## config.mk

```make
export PLATFORM = sky130hd
export DESIGN_NAME = regset_writeback
export DESIGN_NICKNAME = d
export VERILOG_FILES = /design/src/rtl/regset_pkg.sv /design/src/rtl/wb_tag_fifo.sv /design/src/rtl/regset_writeback.sv
export SDC_FILE = /design/constraint.sdc
export NUM_CORES = 1
export LEC_CHECK = 0
export ABC_AREA = 1
export BUFFER_PORTS_ARGS = -buffer_cell sky130_fd_sc_hd__buf_2
export CAP_MARGIN = 30
export CORE_ASPECT_RATIO = 0.8
export CORE_MARGIN = 3
export CORE_UTILIZATION = 50
export DETAILED_ROUTE_END_ITERATION = 10
export PLACE_DENSITY = 0.82
export SLEW_MARGIN = 25
export SYNTH_ARGS = -nofsm -noshare
export SYNTH_HDL_FRONTEND = slang
export SYNTH_SLANG_ARGS = --single-unit
```

## constraint.sdc

```tcl
create_clock -name clk -period 5.5 [get_ports clk]
set_clock_uncertainty 0.15 [all_clocks]
set_input_delay 0.275 -clock clk [delete_from_list [all_inputs] [get_ports clk]]
set_output_delay 0.275 -clock clk [all_outputs]
set_load 0.02 [all_outputs]
```

## src/rtl/regset_pkg.sv

```systemverilog
// Shared types and widths for the register-set write-back path.
package regset_pkg;

    localparam int REG_AW = 6;
    localparam int XLEN   = 32;

    // One outstanding load: its destination and whether a younger write
    // has already overwritten that destination.
    typedef struct packed {
        logic [REG_AW-1:0] rd;
        logic              kill;
    } wb_tag_t;

    // Which source owns the register-set write port in a given cycle.
    typedef enum logic [1:0] {
        WB_NONE,
        WB_ALU,
        WB_MARK,
        WB_LOAD
    } wb_src_t;

endpackage

```

## src/rtl/wb_tag_fifo.sv

```systemverilog
// In-order FIFO of outstanding load destinations with a broadcast kill port
// that flags entries made stale by a later write to the same register.
import regset_pkg::*;

module wb_tag_fifo #(
    parameter int DEPTH = 4
) (
    input  logic                     clk,
    input  logic                     rstn,
    input  logic                     push,
    input  logic [REG_AW-1:0]        push_rd,
    input  logic                     pop,
    input  logic                     kill_en,
    input  logic [REG_AW-1:0]        kill_rd,
    output logic [REG_AW-1:0]        head_rd,
    output logic                     head_kill,
    output logic                     full,
    output logic                     empty,
    output logic [$clog2(DEPTH):0]   count
);

    localparam int AW = $clog2(DEPTH);

    wb_tag_t              entries [DEPTH];
    logic [DEPTH-1:0]     valid;
    logic [AW-1:0]        rd_ptr;
    logic [AW-1:0]        wr_ptr;
    logic [AW:0]          cnt;
    logic                 push_ok;
    logic                 pop_ok;

    assign full      = (cnt == (AW+1)'(DEPTH));
    assign empty     = (cnt == '0);
    assign count     = cnt;
    assign push_ok   = push && !full;
    assign pop_ok    = pop && !empty;
    assign head_rd   = entries[rd_ptr].rd;
    assign head_kill = entries[rd_ptr].kill;

    // Kill broadcast first, then pop and push; the entry being popped is
    // cleared outright so a same-cycle kill match on it has no effect.
    always_ff @(posedge clk or negedge rstn) begin
        if (!rstn) begin
            for (int i = 0; i < DEPTH; i++) begin
                entries[i] <= '0;
            end
            valid  <= '0;
            rd_ptr <= '0;
            wr_ptr <= '0;
            cnt    <= '0;
        end else begin
            for (int i = 0; i < DEPTH; i++) begin
                if (kill_en && valid[i] && (entries[i].rd == kill_rd) &&
                    !(pop_ok && (rd_ptr == AW'(i)))) begin
                    entries[i].kill <= 1'b1;
                end
            end
            if (pop_ok) begin
                valid[rd_ptr]        <= 1'b0;
                entries[rd_ptr].kill <= 1'b0;
                rd_ptr               <= rd_ptr + 1'b1;
            end
            if (push_ok) begin
                entries[wr_ptr].rd   <= push_rd;
                entries[wr_ptr].kill <= 1'b0;
                valid[wr_ptr]        <= 1'b1;
                wr_ptr               <= wr_ptr + 1'b1;
            end
            case ({push_ok, pop_ok})
                2'b10:   cnt <= cnt + 1'b1;
                2'b01:   cnt <= cnt - 1'b1;
                default: cnt <= cnt;
            endcase
        end
    end

endmodule

```

## src/rtl/regset_writeback.sv

```systemverilog
// Merges ALU results, load-issue grubby marks and in-order load responses
// onto the register set's single registered write port.
import regset_pkg::*;

module regset_writeback #(
    parameter int DEPTH = 4
) (
    input  logic                     clk,
    input  logic                     rstn,
    input  logic                     alu_valid,
    input  logic [REG_AW-1:0]        alu_rd,
    input  logic [XLEN-1:0]          alu_data,
    input  logic                     ld_issue_valid,
    output logic                     ld_issue_ready,
    input  logic [REG_AW-1:0]        ld_issue_rd,
    input  logic                     ld_resp_valid,
    output logic                     ld_resp_ready,
    input  logic [XLEN-1:0]          ld_resp_data,
    output logic                     we,
    output logic [REG_AW-1:0]        wa,
    output logic [XLEN-1:0]          wd,
    output logic                     wg,
    output logic [$clog2(DEPTH):0]   pending
);

    logic                 full;
    logic                 empty;
    logic [REG_AW-1:0]    head_rd;
    logic                 head_kill;
    logic                 issue_fire;
    logic                 kill_en;
    logic [REG_AW-1:0]    kill_rd;
    wb_src_t              sel;
    logic                 nxt_we;
    logic [REG_AW-1:0]    nxt_wa;
    logic [XLEN-1:0]      nxt_wd;
    logic                 nxt_wg;

    assign ld_issue_ready = !full;
    assign issue_fire     = ld_issue_valid && !full;
    assign ld_resp_ready  = ld_resp_valid && !empty && !alu_valid && !ld_issue_valid;

    // Any ALU write or accepted issue supersedes older loads to the same rd.
    assign kill_en = alu_valid || issue_fire;
    assign kill_rd = alu_valid ? alu_rd : ld_issue_rd;

    wb_tag_fifo #(
        .DEPTH     (DEPTH)
    ) u_tag_fifo (
        .clk       (clk),
        .rstn      (rstn),
        .push      (issue_fire),
        .push_rd   (ld_issue_rd),
        .pop       (ld_resp_ready),
        .kill_en   (kill_en),
        .kill_rd   (kill_rd),
        .head_rd   (head_rd),
        .head_kill (head_kill),
        .full      (full),
        .empty     (empty),
        .count     (pending)
    );

    // Fixed-priority pick of the source that owns the write port.
    always_comb begin
        sel = WB_NONE;
        if (alu_valid) begin
            sel = WB_ALU;
        end else if (issue_fire) begin
            sel = WB_MARK;
        end else if (ld_resp_ready) begin
            sel = WB_LOAD;
        end
    end

    // Build the write for the selected source; x0 and killed loads suppress we.
    always_comb begin
        nxt_we = 1'b0;
        nxt_wa = '0;
        nxt_wd = '0;
        nxt_wg = 1'b0;
        case (sel)
            WB_ALU: begin
                nxt_we = (alu_rd != '0);
                nxt_wa = alu_rd;
                nxt_wd = alu_data;
            end
            WB_MARK: begin
                nxt_we = (ld_issue_rd != '0);
                nxt_wa = ld_issue_rd;
                nxt_wg = 1'b1;
            end
            WB_LOAD: begin
                nxt_we = (head_rd != '0) && !head_kill;
                nxt_wa = head_rd;
                nxt_wd = ld_resp_data;
            end
            default: begin
                nxt_we = 1'b0;
            end
        endcase
    end

    // Register the write port so the register set sees clean timing.
    always_ff @(posedge clk or negedge rstn) begin
        if (!rstn) begin
            we <= 1'b0;
            wa <= '0;
            wd <= '0;
            wg <= 1'b0;
        end else begin
            we <= nxt_we;
            wa <= nxt_wa;
            wd <= nxt_wd;
            wg <= nxt_wg;
        end
    end

endmodule

```

* Yosys cells after proc, flatten, opt, wreduce, memory -nomap -nowiden
Cells that the tools add are included.
** Cells by class
- $add $sub $neg :: 4
- $lt $le $gt $ge :: 8
- Equality and inequality tests :: 13
- Mux-type cells :: 33
- Bitwise logic cells :: 5
- Reductions and logical operators :: 43
** Operator list (count)
- bitwise mux 28 bit :: 3
- case mux 32 bit (2 select lines) :: 1
- two-way mux 28 bit :: 2
- demux 7 bit (select 2 bit) :: 3
- logical AND 1 bit :: 27
- == test 6 bit :: 4
- two-way mux 7 bit :: 3
- case mux 6 bit (3 select lines) :: 1
- nonzero test 6 bit :: 3
- binary-select mux 7 bit (select 2 bit) :: 1
- == test 2 bit (second input constant) :: 5
- logical NOT 1 bit :: 9
- two-way mux 1 bit :: 9
- two-way mux 4 bit :: 2
- == test 2 x 1 -> 1 bit (second input constant) :: 3
- >= comparator 3 bit (second input constant) :: 2
- < comparator 2 x 3 -> 1 bit (second input constant) :: 2
- < comparator 3 x 1 -> 1 bit (second input constant) :: 2
- two-way mux 2 bit :: 3
- two-way mux 6 bit :: 1
- inverter 2 -> 3 bit :: 2
- case mux 3 bit (2 select lines) :: 1
- adder 2 x 1 -> 2 bit (second input constant) :: 2
- AND 4 bit :: 1
- 12 further kinds :: 14
** Storage, ports and cells
- Flip-flop bits (word level) :: 79
- Bits of input ports :: 81
- Output and inout bits :: 45
- Word-level logic and storage cells :: 122

* Longest topological paths before layout
Gate-level depths: netlist (run 1).
- Depth after elaboration :: 15
- Gate-level depth with buffers :: 10
- Gate-level depth less buffers :: 10

* Hierarchy
A second synthesis (run 1) with hierarchy kept.
** Second synthesis, totals
- Cells, all modules :: 517
- Area, all modules :: 4073.9 sq um
** Modules (own cells, without submodules)
- wb_tag_fifo :: times used 1, cells an instance 314, area each 2351.0 sq um, seq. area each 975.9 sq um
- regset_writeback :: times used 1, cells an instance 203, area each 1722.9 sq um, seq. area each 1001.0 sq um

* Worst setup path before layout (run 1)
No wires, ideal clock.
- Kind :: register -> register
- Start point :: reg u_tag_fifo.cnt[0] (netlist: u_tag_fifo.count[0])
- End point :: reg u_tag_fifo.cnt[2] (netlist: u_tag_fifo.count[2])
- Library setup time :: 0.131 ns
- Arrival :: 1.902 ns
- Required time :: 5.219 ns
- Path slack :: 3.317 ns
- Cell stages (with the launch flop) :: 10
- Path buffers :: 0
- Period minus slack after synthesis :: 2.183 ns
- Cell sequence :: dfrtp_1 inv_1 nand3_2 nand2_1 ha_1 inv_1 fa_1 a21oi_1 o21ai_0 xor2_1
** Between the ends
- Elaborated cells on any way between the ends :: 16
- Classes of those cells :: add/sub: 2; eq/ne: 3; mux: 1; reduce/logical: 10
** RTL lines
- start: declaration :: line wb_tag_fifo.sv:28 : logic [AW:0] cnt;
- start signal: assignment :: line wb_tag_fifo.sv:70 : 2'b10: cnt <= cnt + 1'b1;
- start signal: assignment :: line wb_tag_fifo.sv:71 : 2'b01: cnt <= cnt - 1'b1;
- start signal: assignment :: line wb_tag_fifo.sv:72 : default: cnt <= cnt;
- == test 3 bit (*) :: line wb_tag_fifo.sv:32 : assign full = (cnt == (AW+1)'(DEPTH));
- logical NOT 1 bit (*)
- net ld_issue_ready :: line regset_writeback.sv:14 : output logic ld_issue_ready,
- logical AND 1 bit :: line regset_writeback.sv:40 : assign issue_fire = ld_issue_valid && !full;
- logical AND 1 bit (*) :: line wb_tag_fifo.sv:35 : assign push_ok = push && !full;
- == test 2 x 1 -> 1 bit / == test 2 bit (equally long branches) :: line wb_tag_fifo.sv:69 : case ({push_ok, pop_ok})
- case mux 3 bit (2 select lines) / nonzero test 2 bit (equally long branches)
Mark *: on every way through the listed nets, which the timed path passes. The rest lies on a longest branch.
A chain may end at the register's enable or synchronous reset.

* Final worst setup path (run 1)
- Start point :: reg u_tag_fifo.cnt[1] (netlist: u_tag_fifo.count[1])
- End point :: reg u_tag_fifo.cnt[2] (netlist: u_tag_fifo.count[2])
** Between the ends
- Cells in the longest elaborated chain, start to end :: 8
- Elaborated cells on any way between the ends :: 16
- Classes of those cells :: add/sub: 2; eq/ne: 3; mux: 1; reduce/logical: 10
** RTL lines
- logical NOT 3 bit :: line wb_tag_fifo.sv:33 : assign empty = (cnt == '0);
- logical NOT 1 bit :: line wb_tag_fifo.sv:36, regset_writeback.sv:41
- logical AND 1 bit (3 in a row) :: line regset_writeback.sv:41 : assign ld_resp_ready = ld_resp_valid && !empty && !alu_valid && !ld_issue_valid;
- logical AND 1 bit :: line wb_tag_fifo.sv:36 : assign pop_ok = pop && !empty;
- == test 2 x 1 -> 1 bit / == test 2 bit (equally long branches) :: line wb_tag_fifo.sv:69
- case mux 3 bit (2 select lines) / nonzero test 2 bit (equally long branches)
Parallel ways exist; a longest one is shown, timed or not.

==> results.md, run 1 <==
### Status
• result of the run: finished clean

### Routing
• remaining number of nets flagged by the antenna check after routing: 0
• number of iterations in the first detailed-routing pass: 5
• WL final: 12.79 mm
• ratio of routed vias to standard cells: 5.661
• routed wire length per instance: 17.72 um
• violation count after the first detailed-route iteration: 284
• via count: 4087
• DRC violations left: 0

### Finish
• P&R area growth vs syn: 38.15%
• leading cell type in the layout, fill and taps excluded: sky130_fd_sc_hd__nand2_1
• Final #Nets: 706
• most frequent cells in the layout: 131 x sky130_fd_sc_hd__nand2_1, 124 x sky130_fd_sc_hd__buf_2, 79 x sky130_fd_sc_hd__dfrtp_1
• share of final-layout standard cells stronger than drive strength 1: 24.35%

### Floorplan
• number of rows created at floorplan: 27
• ports placed on the boundary: 126
• core box area: 7162 um2
• Die X: 103.9 um
• starting utilization of the core area: 53.58%
• die area: 8768 um2
• Vert. Die Dim: 84.36 um

### Critical path
• total buffers and inverters traversed by the critical path: 2
• largest stage delay on the critical path: 420 ps
• Worst path top cell family by delay: adder cells
• CP Cell Sequence: inv_1, nand3_2, nand2_1, ha_1, inv_1, fa_1, a21oi_1, o21ai_0, xor2_1
• Setup crit end kind: flip-flop
• highest-delay cell along the critical path: sky130_fd_sc_hd__dfrtp_1
• cell with the most instances on the worst path: sky130_fd_sc_hd__inv_1
• CP Max Fanout: 4
• arrival time at the worst endpoint: 2440 ps
• Startpoint Class: flip-flop
• crit path kind: reg -> reg
• startpoint of the most critical setup path: u_tag_fifo.count[1]$_DFFE_PN0P_
• startpoint of the most critical register-to-register path: u_tag_fifo.count[1]$_DFFE_PN0P_
• register-to-register setup slack: 3150 ps
• Worst EP required: 5590 ps

### Logic synthesis
• Yosys reg bits: 79
• synthesized instance count: 439
• yosys warns: 0
• cell area after synthesis: 3837 um2
• number of flops mapped to enable cells by yosys: 0
• share of the yosys chip area belonging to registers: 51.52%
• post-synthesis average cell area: 8.741 um2
• net count after synthesis: 530
• count of different cell masters after synthesis: 26
• Async S/R FF share, synth: 100.0%
• Synth Flop Type: sky130_fd_sc_hd__dfrtp_1

### STA
• Setup-failing EPs final: 0
• Setup Total Neg Slack: 0 ps
• Max Clk Rate: 426.0 MHz
• Final Hold Vio Count: 0
• final hold slack: 10.07 ps
• crit share post-route: 42.68%
• Period minus WS final: 2347 ps
• final max-slew violation count: 0
• unrepaired setup endpoints after global routing: no
• Tightest Pin Transition: 791.0 ps
• headroom to the max-slew limit: 47.27%

### Global route
• antenna violations before repair: 1
• remaining global-route overflow: 0
• Total GRT Usage: 29.13%
• first-pass GRT wire length: 20.07 mm
• vias in the first global route: 3908
• maximum number of pins on one net before global-route repair: 80

### Power and ir drop
• peak ir drop on the vdd network: 0.2534 mV
• Leak Pwr: 2.777 nW
• total power divided by cell area: 419.5 nW/um2

### CTS
• CTS tree: done
• CTS H-tree depth: 3
• root buffer cell: sky130_fd_sc_hd__clkbuf_8
• number of sinks driven by the clock tree: 79
• number of gates resized after CTS: 0
• clock network latency to the later pin of the worst-skew pair: 370 ps
• maximum buffer depth of the clock tree: 2
• Clock Pin Slew Worst Setup and Hold Paths: 90 ps
• TritonCTS buffer count: 9

### Hold path
• Worst Hold Class: in -> reg
• Hold Startpoint: alu_data[21]

### Place
• HPWL after DPL: 7.343 mm
• # port buffers: 125
• RD Place Congestion: 0.9247

### Job
• max cap viols: 0

-- through the flow --
| step | util, % | instance area (um2) | setup slack (ps) | cells | power [mW] |
|---|---|---|---|---|---|
| 6_report | 74.02 | 5301 | 3153 | 722 | 2.224 |
| 3_3_place_gp | 62.93 | 4507 | 3296 | 649 | 1.604 |
| 2_1_floorplan | - | 3837 | 3317 | 439 | 1.411 |
| 3_5_place_dp | 62.93 | 4507 | 3213 | 649 | 1.639 |
| 4_1_cts | 73.65 | 5275 | 3323 | 719 | 2.175 |
| 5_1_grt | 74.02 | 5301 | 3034 | 722 | 2.362 |
-- sequential cells by signal (all words and copies together), names as in the netlist --
register / cells
wg: 1
u_tag_fifo.rd_ptr: 2
u_tag_fifo.entries: 28
u_tag_fifo.valid: 4
u_tag_fifo.wr_ptr: 2
u_tag_fifo.count: 3
wa: 6
wd: 32
we: 1
-- cell usage after synthesis, drive strengths merged (5+ instances only) --
cell	count	share of area, %
a21oi	11	1.4
a22o	32	7.3
buf	14	2.1
dfrtp	79	52
ha	9	2.9
inv	38	3.7
nand2	136	14
nand3	31	4.2
nand3b	9	1.8
nand4	5	0.82
nor2	16	1.6
o21ai	40	5.2
o221ai	6	1.4
-- per-layer routing --
layer / GRT usage (%) / part of all wire [%]
met3: 6.226 / 8.1
met2: 50.97 / 51
met1: 34.28 / 35
met5: 0 / 0
met4: 14.37 / 5.1
-- layout make-up --
type	count	area (um2)
flip-flops and latches	79	1977
fillers	488	1861
multi-input cells	304	1622
repair buffers	182	1200
inverters	39	146.4
well taps	101	126.4
clock buffers	9	123.9
clock inverters	7	103.9
diodes	1	2.502
-- cell families (layout without fill, tap and decap cells) --
group / after synthesis / count (layout) / synth area share [%]
other: 0 / 1 / 0
adders and majority gates: 10 / 10 / 3.456
buffers and inverters: 56 / 237 / 6.227
xor gates and xnor gates: 4 / 4 / 0.9131
DFF: 79 / 79 / 51.52
AOI/OAI and AO/OA: 89 / 89 / 15.32
and+or+nand+nor: 201 / 201 / 22.56
-- worst paths after layout --
| check | endpoint | cells past startpoint |
|---|---|---|
| min | wd[21]$_DFF_PN0_ | 2 |
| max | u_tag_fifo.count[2]$_DFFE_PN0P_ | 9 |
| max in group asynchronous | u_tag_fifo.entries[22]$_DFFE_PN0P_ | 2 |
| min reg2reg | u_tag_fifo.count[0]$_DFFE_PN0P_ | 1 |
| min in group asynchronous | u_tag_fifo.entries[17]$_DFFE_PN0P_ | 2 |
| max reg2reg | u_tag_fifo.count[2]$_DFFE_PN0P_ | 9 |
-- power breakdown --
group          switching, mW  internal [mW]
registers              0.173          0.742
logic                  0.497          0.310
clock network          0.240          0.262
total                  0.910           1.31
-- timing repair --
item | in CTS | in global routing
hold buffers | 54 | 2
setup buffers | 0 | 0
endpoints found under the hold margin | 109 | 2
Note: power is estimated with default switching activity, not from simulation.
==> run 2: changes to the inputs <==
- ABC_AREA: 1 -> 0
- CORE_UTILIZATION: 50 -> 45
- PLACE_DENSITY: 0.82 -> 0.79
- clock period: 5.5 -> 1.9 ns (I/O delays scaled with it)
==> results.md, run 2 <==
### Finish
• Final #Nets: 619
• number of flip-flops under the largest register name: 32
• leading cell type in the layout, fill and taps excluded: sky130_fd_sc_hd__buf_2
• share of final-layout standard cells stronger than drive strength 1: 41.65%
• top register by number of flip-flops: wd
• Post-Layout Cell Count: 639
• most frequent cells in the layout: 123 x sky130_fd_sc_hd__buf_2, 79 x sky130_fd_sc_hd__dlygate4sd3_1, 76 x sky130_fd_sc_hd__dfrtp_1
• registers with the most flip-flops: wd x32, u_tag_fifo.entries x28, wa x6
• P&R area growth vs syn: 62.05%
• final-layout fill cell count: 382

### Routing
• metal2 WL: 7.139 mm
• remaining number of nets flagged by the antenna check after routing: 0
• number of iterations in the first detailed-routing pass: 5
• post-route met1 wirelength: 5.629 mm
• routed wire length on met3: 1.462 mm
• ratio of routed vias to standard cells: 5.790
• DRC violations left: 0
• Top Metal Used: met4
• violation count after the first detailed-route iteration: 382
• WL final: 14.99 mm
• via count: 3700
• routed wire length per instance: 23.46 um

### Status
• result of the run: finished with violations
• violations in the final reports: negative setup slack

### Hold path
• Hold Startpoint: alu_rd[2]
• worst hold endpoint: wa[2]$_DFF_PN0_
• Worst Hold Depth: 3
• Worst Hold Class: in -> reg

### Global route
• antenna violations before repair: 1
• Total GRT Usage: 27.59%
• vias in the first global route: 3656
• first-pass GRT wire length: 19.43 mm
• remaining global-route overflow: 0
• maximum number of pins on one net before global-route repair: 37

### Critical path
• cell with the most instances on the worst path: sky130_fd_sc_hd__xor2_1
• worst reg2reg path endpoint: u_tag_fifo.count[2]$_DFFE_PN0P_
• total buffers and inverters traversed by the critical path: 2
• arrival time at the worst endpoint: 2440 ps
• Startpoint Class: flip-flop
• startpoint of the most critical setup path: u_tag_fifo.count[2]$_DFFE_PN0P_
• crit path kind: reg -> reg
• R2R cell count: 9
• CP Max Fanout: 3
• CP Cell Sequence: or3b_4, and2_4, inv_4, ha_4, inv_2, fa_2, xor2_1, nor2_1, xor2_1
• startpoint of the most critical register-to-register path: u_tag_fifo.count[2]$_DFFE_PN0P_
• highest-delay cell along the critical path: sky130_fd_sc_hd__dfrtp_2
• Worst path top cell family by delay: simple AND/OR/NAND/NOR gates
• largest stage delay on the critical path: 450 ps
• Worst EP required: 2010 ps
• Setup crit end kind: flip-flop
• register-to-register setup slack: -430 ps

### CTS
• maximum buffer depth of the clock tree: 2
• CTS tree: done
• Clock Pin Slew Worst Setup and Hold Paths: 90 ps
• root buffer cell: sky130_fd_sc_hd__clkbuf_8
• CTS H-tree depth: 3
• TritonCTS buffer count: 9
• clock network latency to the later pin of the worst-skew pair: 370 ps
• number of sinks driven by the clock tree: 79

### Logic synthesis
• share of the yosys chip area belonging to registers: 53.69%
• most repeated cell in the gate-level netlist after synthesis: sky130_fd_sc_hd__dfrtp_1
• net count after synthesis: 370
• fraction of the mapped netlist area in adder cells: 3.602%
• synthesized instance count: 279
• cell area after synthesis: 3682 um2
• number of flops mapped to enable cells by yosys: 0
• yosys warns: 0
• Async S/R FF share, synth: 100.0%
• Synth Area in Simple Gates: 6.490%
• Synth Flop Type: sky130_fd_sc_hd__dfrtp_1
• Yosys reg bits: 79
• library cell with the largest summed area after synthesis: sky130_fd_sc_hd__dfrtp_1
• top-area cell type share of the netlist area: 53.69%
• main combinational cell family by area after synthesis: multiplexers
• commonest cells in the synthesized netlist: 79 x sky130_fd_sc_hd__dfrtp_1, 32 x sky130_fd_sc_hd__a22o_1, 24 x sky130_fd_sc_hd__mux2_1
• Synth Area in XOR/XNOR: 6.898%
• mux contribution to synthesized area: 14.24%
• largest cells by area after synthesis: sky130_fd_sc_hd__dfrtp_1 54%, sky130_fd_sc_hd__a22o_1 7.6%, sky130_fd_sc_hd__mux2_1 7.3%, sky130_fd_sc_hd__xor2_1 5.2%, sky130_fd_sc_hd__ha_1 3.1%
• share of the synthesized area in compound gates (AO/OA/AOI/OAI): 11.69%
• count of different cell masters after synthesis: 37
• post-synthesis average cell area: 13.20 um2

### Floorplan
• core box area: 7672 um2
• die area: 9311 um2
• starting utilization of the core area: 47.99%
• Vert. Die Dim: 86.91 um
• Die X: 107.1 um
• number of rows created at floorplan: 28
• ports placed on the boundary: 126

### Power and ir drop
• peak ir drop on the vdd network: 0.6690 mV
• total power divided by cell area: 1156 nW/um2
• Leak Pwr: 2.871 nW
• power consumption: 6.898 mW

### STA
• worst path setup slack after routing: -430.0 ps
• Period minus WS final: 2330 ps
• headroom to the max-slew limit: 70.30%
• crit share post-route: 122.6%
• final max-slew violation count: 0
• unrepaired setup endpoints after global routing: yes
• Tightest Pin Transition: 436.8 ps
• Setup-failing EPs final: 43
• Final Hold Vio Count: 0
• Max Clk Rate: 429.2 MHz

### Job
• max cap viols: 0

### Place
• Cells after DPL: 528
• # port buffers: 125
• RD Place Congestion: 0.9546
• HPWL after DPL: 7.327 mm
• Post-Place Worst Slack: -261.9 ps

-- run 2: power breakdown --
| group | internal [mW] | switching (mW) |
|---|---|---|
| Combinational | 1.56 | 1.53 |
| Clock | 0.528 | 0.678 |
| Sequential | 2.17 | 0.426 |
-- run 2: cell families (layout without fill, tap and decap cells) --
logic type	count (synthesis)	count (layout)
AOI/OAI and AO/OA	55	55
DFF	79	79
buffers and inverters	27	281
xor gates and xnor gates	29	29
and+or+nand+nor	41	41
muxes	38	38
other	0	1
adders and majority gates	10	10
-- run 2: what timing repair did --
action / in CTS / in global routing
pin swaps: 3 / 6
setup buffers: 4 / 9
cloned: 1 / 2
setup endpoints to repair: 28 / 48
hold buffers: 79 / 0
gates resized for setup: 10 / 24
endpoints found under the hold margin: 139 / 0
-- run 2: worst min-delay path, delay by kind of cell --
kind	cells	cell delay, ps
AO/OA/AOI/OAI	1	170
multiplexers	1	130
buffers and inverters	1	90
-- run 2: routing by layer --
metal | track usage, % | vias to the layer above
li1 | - | 1515
met1 | 34.20 | 1830
met3 | 8.006 | 77
met4 | 11.61 | 0
met5 | 0 | -
met2 | 45.60 | 278
-- run 2: worst max path at each step --
| stage | endpoint | slack, ps | cells after the start |
|---|---|---|---|
| global route | u_tag_fifo.count[2]$_DFFE_PN0P_ | -500 | 9 |
| floorplan | u_tag_fifo.count[2]$_DFFE_PN0P_ | -380 | 9 |
| CTS | u_tag_fifo.count[2]$_DFFE_PN0P_ | -210 | 9 |
| finish | u_tag_fifo.count[2]$_DFFE_PN0P_ | -430 | 9 |
| global placement | u_tag_fifo.count[2]$_DFFE_PN0P_ | -200 | 9 |
| detailed placement | u_tag_fifo.count[2]$_DFFE_PN0P_ | -260 | 10 |
-- run 2: cell type report --
| cell class | count | area [um2] | share of cell area (%) |
|---|---|---|---|
| flip-flops and latches | 79 | 1981 | 33.19 |
| repair buffers | 254 | 1917 | 32.12 |
| multi-input cells | 173 | 1702 | 28.52 |
| clock buffers | 10 | 137.6 | 2.307 |
| well taps | 105 | 131.4 | 2.202 |
| clock inverters | 6 | 52.55 | 0.8807 |
| inverters | 11 | 43.79 | 0.7339 |
| diodes | 1 | 2.502 | 0.04194 |
-- run 2: through the flow --
stage	setup TNS, ps	util, %	hold WS (ps)	area [um2]
2_1_floorplan	-718.1	-	-350.6	3707
4_1_cts	-522.5	74.67	52.43	5729
5_1_grt	-4846	77.77	49.82	5967
3_5_place_dp	-690.7	61.04	-169.4	4683
6_report	-4172	77.77	38.39	5967
3_3_place_gp	-359.7	61.04	-171.3	4683
